$ cat config.mk
export PLATFORM = sky130hd
export DESIGN_NAME = i2c_slave_ctrl
export DESIGN_NICKNAME = d
export VERILOG_FILES = /design/src/rtl/i2c_pkg.sv /design/src/rtl/i2c_slave_ctrl.sv
export SDC_FILE = /design/constraint.sdc
export NUM_CORES = 1
export LEC_CHECK = 0
export BUFFER_PORTS_ARGS = -buffer_cell sky130_fd_sc_hd__buf_2
export CELL_PAD_IN_SITES_DETAIL_PLACEMENT = 2
export CELL_PAD_IN_SITES_GLOBAL_PLACEMENT = 2
export CORE_MARGIN = 1
export CORE_UTILIZATION = 33
export CTS_BUF_LIST = sky130_fd_sc_hd__clkbuf_4 sky130_fd_sc_hd__clkbuf_8
export DETAILED_ROUTE_END_ITERATION = 10
export PLACE_DENSITY_LB_ADDON = 0.08
export RECOVER_POWER = 25
export SLEW_MARGIN = 20
export SYNTH_ARGS = -nofsm -noshare
export SYNTH_HDL_FRONTEND = slang
export SYNTH_SLANG_ARGS = --single-unit
$ cat constraint.sdc
create_clock -name clk -period 3.08 [get_ports clk]
set_input_delay 0.154 -clock clk [delete_from_list [all_inputs] [get_ports clk]]
set_output_delay 0.154 -clock clk [all_outputs]
set_load 0.02 [all_outputs]
$ cat src/rtl/i2c_pkg.sv
// Shared I2C slave definitions: controller state encoding, SDA output modes and the slave address.
package i2c_pkg;

  localparam logic [6:0] SLAVE_ADDR = 7'b1011001;

  localparam logic [1:0] SDA_IDLE = 2'b00;
  localparam logic [1:0] SDA_ACK  = 2'b01;
  localparam logic [1:0] SDA_NACK = 2'b10;
  localparam logic [1:0] SDA_TX   = 2'b11;

  typedef enum logic [3:0] {
    IDLE      = 4'd0,
    ADDR_RX   = 4'd1,
    ADDR_CHK  = 4'd2,
    ACK_WAIT  = 4'd3,
    NACK_WAIT = 4'd4,
    ACK_DRV   = 4'd5,
    NACK_DRV  = 4'd6,
    LOAD      = 4'd7,
    TX        = 4'd8,
    POP       = 4'd9,
    MACK_WAIT = 4'd10,
    MACK_OK   = 4'd11
  } ctrl_state_t;

endpackage

$ cat src/rtl/i2c_slave_ctrl.sv
// Moore sequencer for a slave-transmitter-only I2C target: turns decode/timer events into
// shift enables, TX FIFO load/pop strobes and the SDA output mode.
module i2c_slave_ctrl
  import i2c_pkg::*;
#(
  parameter int BYTE_CNT_W = 8
) (
  input  logic                  clk,
  input  logic                  n_rst,
  input  logic                  start_found,
  input  logic                  stop_found,
  input  logic                  address_match,
  input  logic                  rw_mode,
  input  logic                  byte_received,
  input  logic                  ack_prepare,
  input  logic                  check_ack,
  input  logic                  ack_done,
  input  logic                  sda_in,
  input  logic                  tx_fifo_empty,
  output logic                  rx_enable,
  output logic                  tx_enable,
  output logic                  load_data,
  output logic                  read_enable,
  output logic [1:0]            sda_mode,
  output logic                  busy,
  output logic [BYTE_CNT_W-1:0] byte_count
);

  ctrl_state_t state, next_state;

  always_ff @(posedge clk or negedge n_rst) begin
    if (!n_rst) state <= IDLE;
    else        state <= next_state;
  end

  always_comb begin
    next_state = state;
    case (state)
      IDLE:      if (start_found) next_state = ADDR_RX;
      ADDR_RX:   if (byte_received) next_state = ADDR_CHK;
      ADDR_CHK:  next_state = (address_match && rw_mode && !tx_fifo_empty) ? ACK_WAIT : NACK_WAIT;
      ACK_WAIT:  if (ack_prepare) next_state = ACK_DRV;
      NACK_WAIT: if (ack_prepare) next_state = NACK_DRV;
      ACK_DRV:   if (ack_done) next_state = LOAD;
      NACK_DRV:  if (ack_done) next_state = IDLE;
      LOAD:      next_state = TX;
      TX:        if (ack_prepare) next_state = POP;
      POP:       next_state = MACK_WAIT;
      MACK_WAIT: if (check_ack) next_state = sda_in ? IDLE : MACK_OK;
      MACK_OK:   if (ack_done) next_state = tx_fifo_empty ? IDLE : LOAD;
      default:   next_state = IDLE;
    endcase
    // STOP beats everything; a repeated START restarts address reception.
    if (stop_found) next_state = IDLE;
    else if (start_found && state != IDLE) next_state = ADDR_RX;
  end

  always_comb begin
    rx_enable   = 1'b0;
    tx_enable   = 1'b0;
    load_data   = 1'b0;
    read_enable = 1'b0;
    sda_mode    = SDA_IDLE;
    busy        = (state != IDLE);
    case (state)
      ADDR_RX:  rx_enable = 1'b1;
      ACK_DRV:  sda_mode = SDA_ACK;
      NACK_DRV: sda_mode = SDA_NACK;
      LOAD:     load_data = 1'b1;
      TX: begin
        tx_enable = 1'b1;
        sda_mode  = SDA_TX;
      end
      POP:      read_enable = 1'b1;
      default:  ;
    endcase
  end

  always_ff @(posedge clk or negedge n_rst) begin
    if (!n_rst)                                  byte_count <= '0;
    else if (start_found)                        byte_count <= '0;
    else if (state == POP && byte_count != '1)   byte_count <= byte_count + 1'b1;
  end

endmodule

==> results.md <==
* IO buf count at 26
* Worst r2r path cells at 5
* Clock power share at 22.8%
* TNS Setup at 0 ps
* Leak at 0.516 nW
* Final setup vio count at 0
* DR WL/cell at 16.3 µm
* Ports at 27
* Antenna diode count at 0
* Sink Count at 12
* Routed vias/inst at 5.56
* Met3 WL at 99 µm
* Hold slack at 185 ps
* Initial antenna violation count at 0
* Worst r2r dst: state[0]$_DFFE_PN0P_
* Peak Freq at 0.508 GHz
* Crit Path Class: register to register
* Top layer in use: met4
* Top_reg_cell synth: dfrtp_1
* Post-cts resize count at 0
* Met2 WL at 1.28 mm
* Final wirelength at 2.83 mm
* Final Non-Filler Cells at 174
* DP Worst Slack at 1110 ps
* DRC Markers at 0
* Total global-route track usage at 19.2%
* Hold EP: state[2]$_DFFE_PN0P_
* Die span in x at 56.6 µm
* Vias in the first global route at 987
* Area occupied by registers at 300 µm²
* Logic pwr share at 37.4%
* Post-CTS setup buffers at 0
* Synth cell types at 39
* Critical R2R Launch: state[1]$_DFFE_PN0P_
* Cells after DPL at 169
* Cell area after layout at 1150 µm²
* Critical Path RT at 3250 ps
* H-tree depth at 1
* TritonCTS clock tree: built
* Clk root buf: clkbuf_4
* First-pass GRT wire length at 4.84 mm
* Fin util at 41.3%
* Violation count after the first detailed-route iteration at 23
* Max_slew headroom at 55.2%
* Crit path capture type: register
* Post-Place Cell Area at 1100 µm²
* Sw Share at 41.7%
* Clock latency on the worst-skew pair at 280 ps
* Num rows at 19
* Worst IR Drop VDD at 315 µV
* Wire length on met1 at 1.44 mm
* Congestion Overflow GR at 0
* Starting Density at 35.4%
* Flop pwr share at 39.8%
* Async set-reset flop share out of synthesis at 100%
* Pwr per Cell Area at 498 nW/µm²
* Design Power at 0.571 mW
* Synthesized area at 985 µm²
* Area Overhead vs Synth at 16.5%
* Worst-Margin Slew at 673 ps
* P_int at 0.333 mW
* Share of cells above drive strength 1 at 25.2%
* RSZ-0062 raised after global routing: no
* Skew final at 0.876 ps
* Final weighted congestion in routability-driven placement at 0.771
* TritonCTS Buffers at 3
* Multi-input logic area at 618 µm²
* HPWL reported at the end of detailed placement at 2.12 mm
* CP Max Fanout at 20
* Sequential area share after synthesis at 30.5%
* Remaining antenna violation count at 0
* Number of synthesized flops with an enable pin at 0
* CTS Hold Bufs at 1
* Startpoint Class: register
* Pre-antenna DRT Iters at 3
* Largest net degree at the start of global routing at 21
* Vias at 967
* Tmin final at 1970 ps
* Nets at 157
* Hold violation total from the final report at 0
* Syn Area/Cell at 8.27 µm²
* Final period utilization at 63.9%
* R2R Setup Slk at 1110 ps
* Clock slew at reported path FFs at 80 ps
* Hold Startpoint: stop_found
* Max-Cap Viols at 0
* Yosys warns at 0
* Yosys reg bits at 12
* Maximum clock path buffer count at 2
* Die Ht at 56.6 µm
* Worst EP arrival at 2140 ps
* Die area at 3210 µm²
* Max Transition Viols Final at 0
* Fillers at 347
* Hold Crit Depth at 4
* HP Class: primary input to register
* Status: finished, final reports clean
* CORE AREA at 2780 µm²
* Final setup margin at 1110 ps
* Syn Inst Count at 119
* Net count after synthesis at 132
* Switching power of the nets at 0.238 mW
## cell usage after synthesis, types with 2 or more instances
library cell	number	share of area (%)
xnor2_1	2	1.8
o2bb2ai_1	2	1.8
a31oi_1	2	1.3
nand2b_1	7	4.4
o32ai_1	2	1.8
nand3_1	5	2.5
o21ai_0	4	2.0
nor2_1	20	7.6
nor3_1	3	1.5
buf_2	2	1.0
a21oi_1	11	5.6
o21ai_2	2	1.8
buf_6	3	3.4
mux2i_1	3	3.0
xor2_1	4	3.6
nand2_1	9	3.4
clkbuf_1	2	0.76
dfrtp_1	12	30
inv_1	4	1.5
## worst max-delay path by stage
stage | from | to | slack (ps) | cells past startpoint
finish | state[1]$_DFFE_PN0P_ | state[0]$_DFFE_PN0P_ | 1110 | 5
global route | state[0]$_DFFE_PN0P_ | state[0]$_DFFE_PN0P_ | 950 | 5
CTS | state[0]$_DFFE_PN0P_ | state[0]$_DFFE_PN0P_ | 1080 | 5
detailed placement | state[0]$_DFFE_PN0P_ | state[0]$_DFFE_PN0P_ | 1110 | 5
global placement | state[1]$_DFFE_PN0P_ | state[0]$_DFFE_PN0P_ | 1180 | 5
floorplan | state[0]$_DFFE_PN0P_ | state[0]$_DFFE_PN0P_ | 1440 | 6
## logic make-up (layout without fill, tap and decap cells)
kind of cell	count (synthesis)	in the layout	synth area share [%]
simple gates	53	53	28.8
compound gates	32	32	22.7
flops	12	12	30.5
buf+inv	11	35	6.73
xor+xnor	6	6	5.34
mux	4	4	4.57
fa+ha+maj	1	1	1.27
## state kept, by name (all words and copies together), names as in the netlist
register / count
state: 4
byte_count: 8
## worst max-delay path: stages, from the launching register on
cell	delay, ps
dfrtp_1	750
nand2b_1	210
nand2b_1	160
o21ai_2	80
o31a_1	350
mux2_4	300
## layer usage
metal | vias up | GRT usage [%]
met1 | 474 | 28.0
met2 | 17 | 29.2
met5 | - | 0
li1 | 474 | -
met3 | 2 | 4.84
met4 | 0 | 2.79
## cell type report
type	instances	share of cell area (%)
Timing Repair Buffer	27	12.1
Sequential cell	12	26.2
Multi-Input combinational cell	96	53.9
Tap cell	31	3.38
Inverter	4	1.31
Clock buffer	4	3.16
## cells in the final DEF, fill, tap and decap left out, types with 2 or more instances in the layout
cell type  Yosys  final
mux2i_1        3      3
o21ai_0        4      4
nor3_1         3      3
nand2_1        9      9
buf_2          2     25
a21oi_1       11     11
clkbuf_4       0      3
a31oi_1        2      2
xor2_1         4      4
inv_1          4      4
nor2_1        20     20
dfrtp_1       12     12
xnor2_1        2      2
o21ai_2        2      2
o2bb2ai_1      2      2
o32ai_1        2      2
nand2b_1       7      7
nand3_1        5      5
## power groups by stage
stage / combinational, mW / clock [mW] / sequential, mW
finish: 0.213 / 0.130 / 0.227
global route: 0.242 / 0.140 / 0.235
CTS: 0.217 / 0.135 / 0.228
detailed placement: 0.215 / 0 / 0.231
global placement: 0.208 / 0 / 0.229
floorplan: 0.216 / 0 / 0.177
Note: power is estimated with default switching activity, not from simulation.
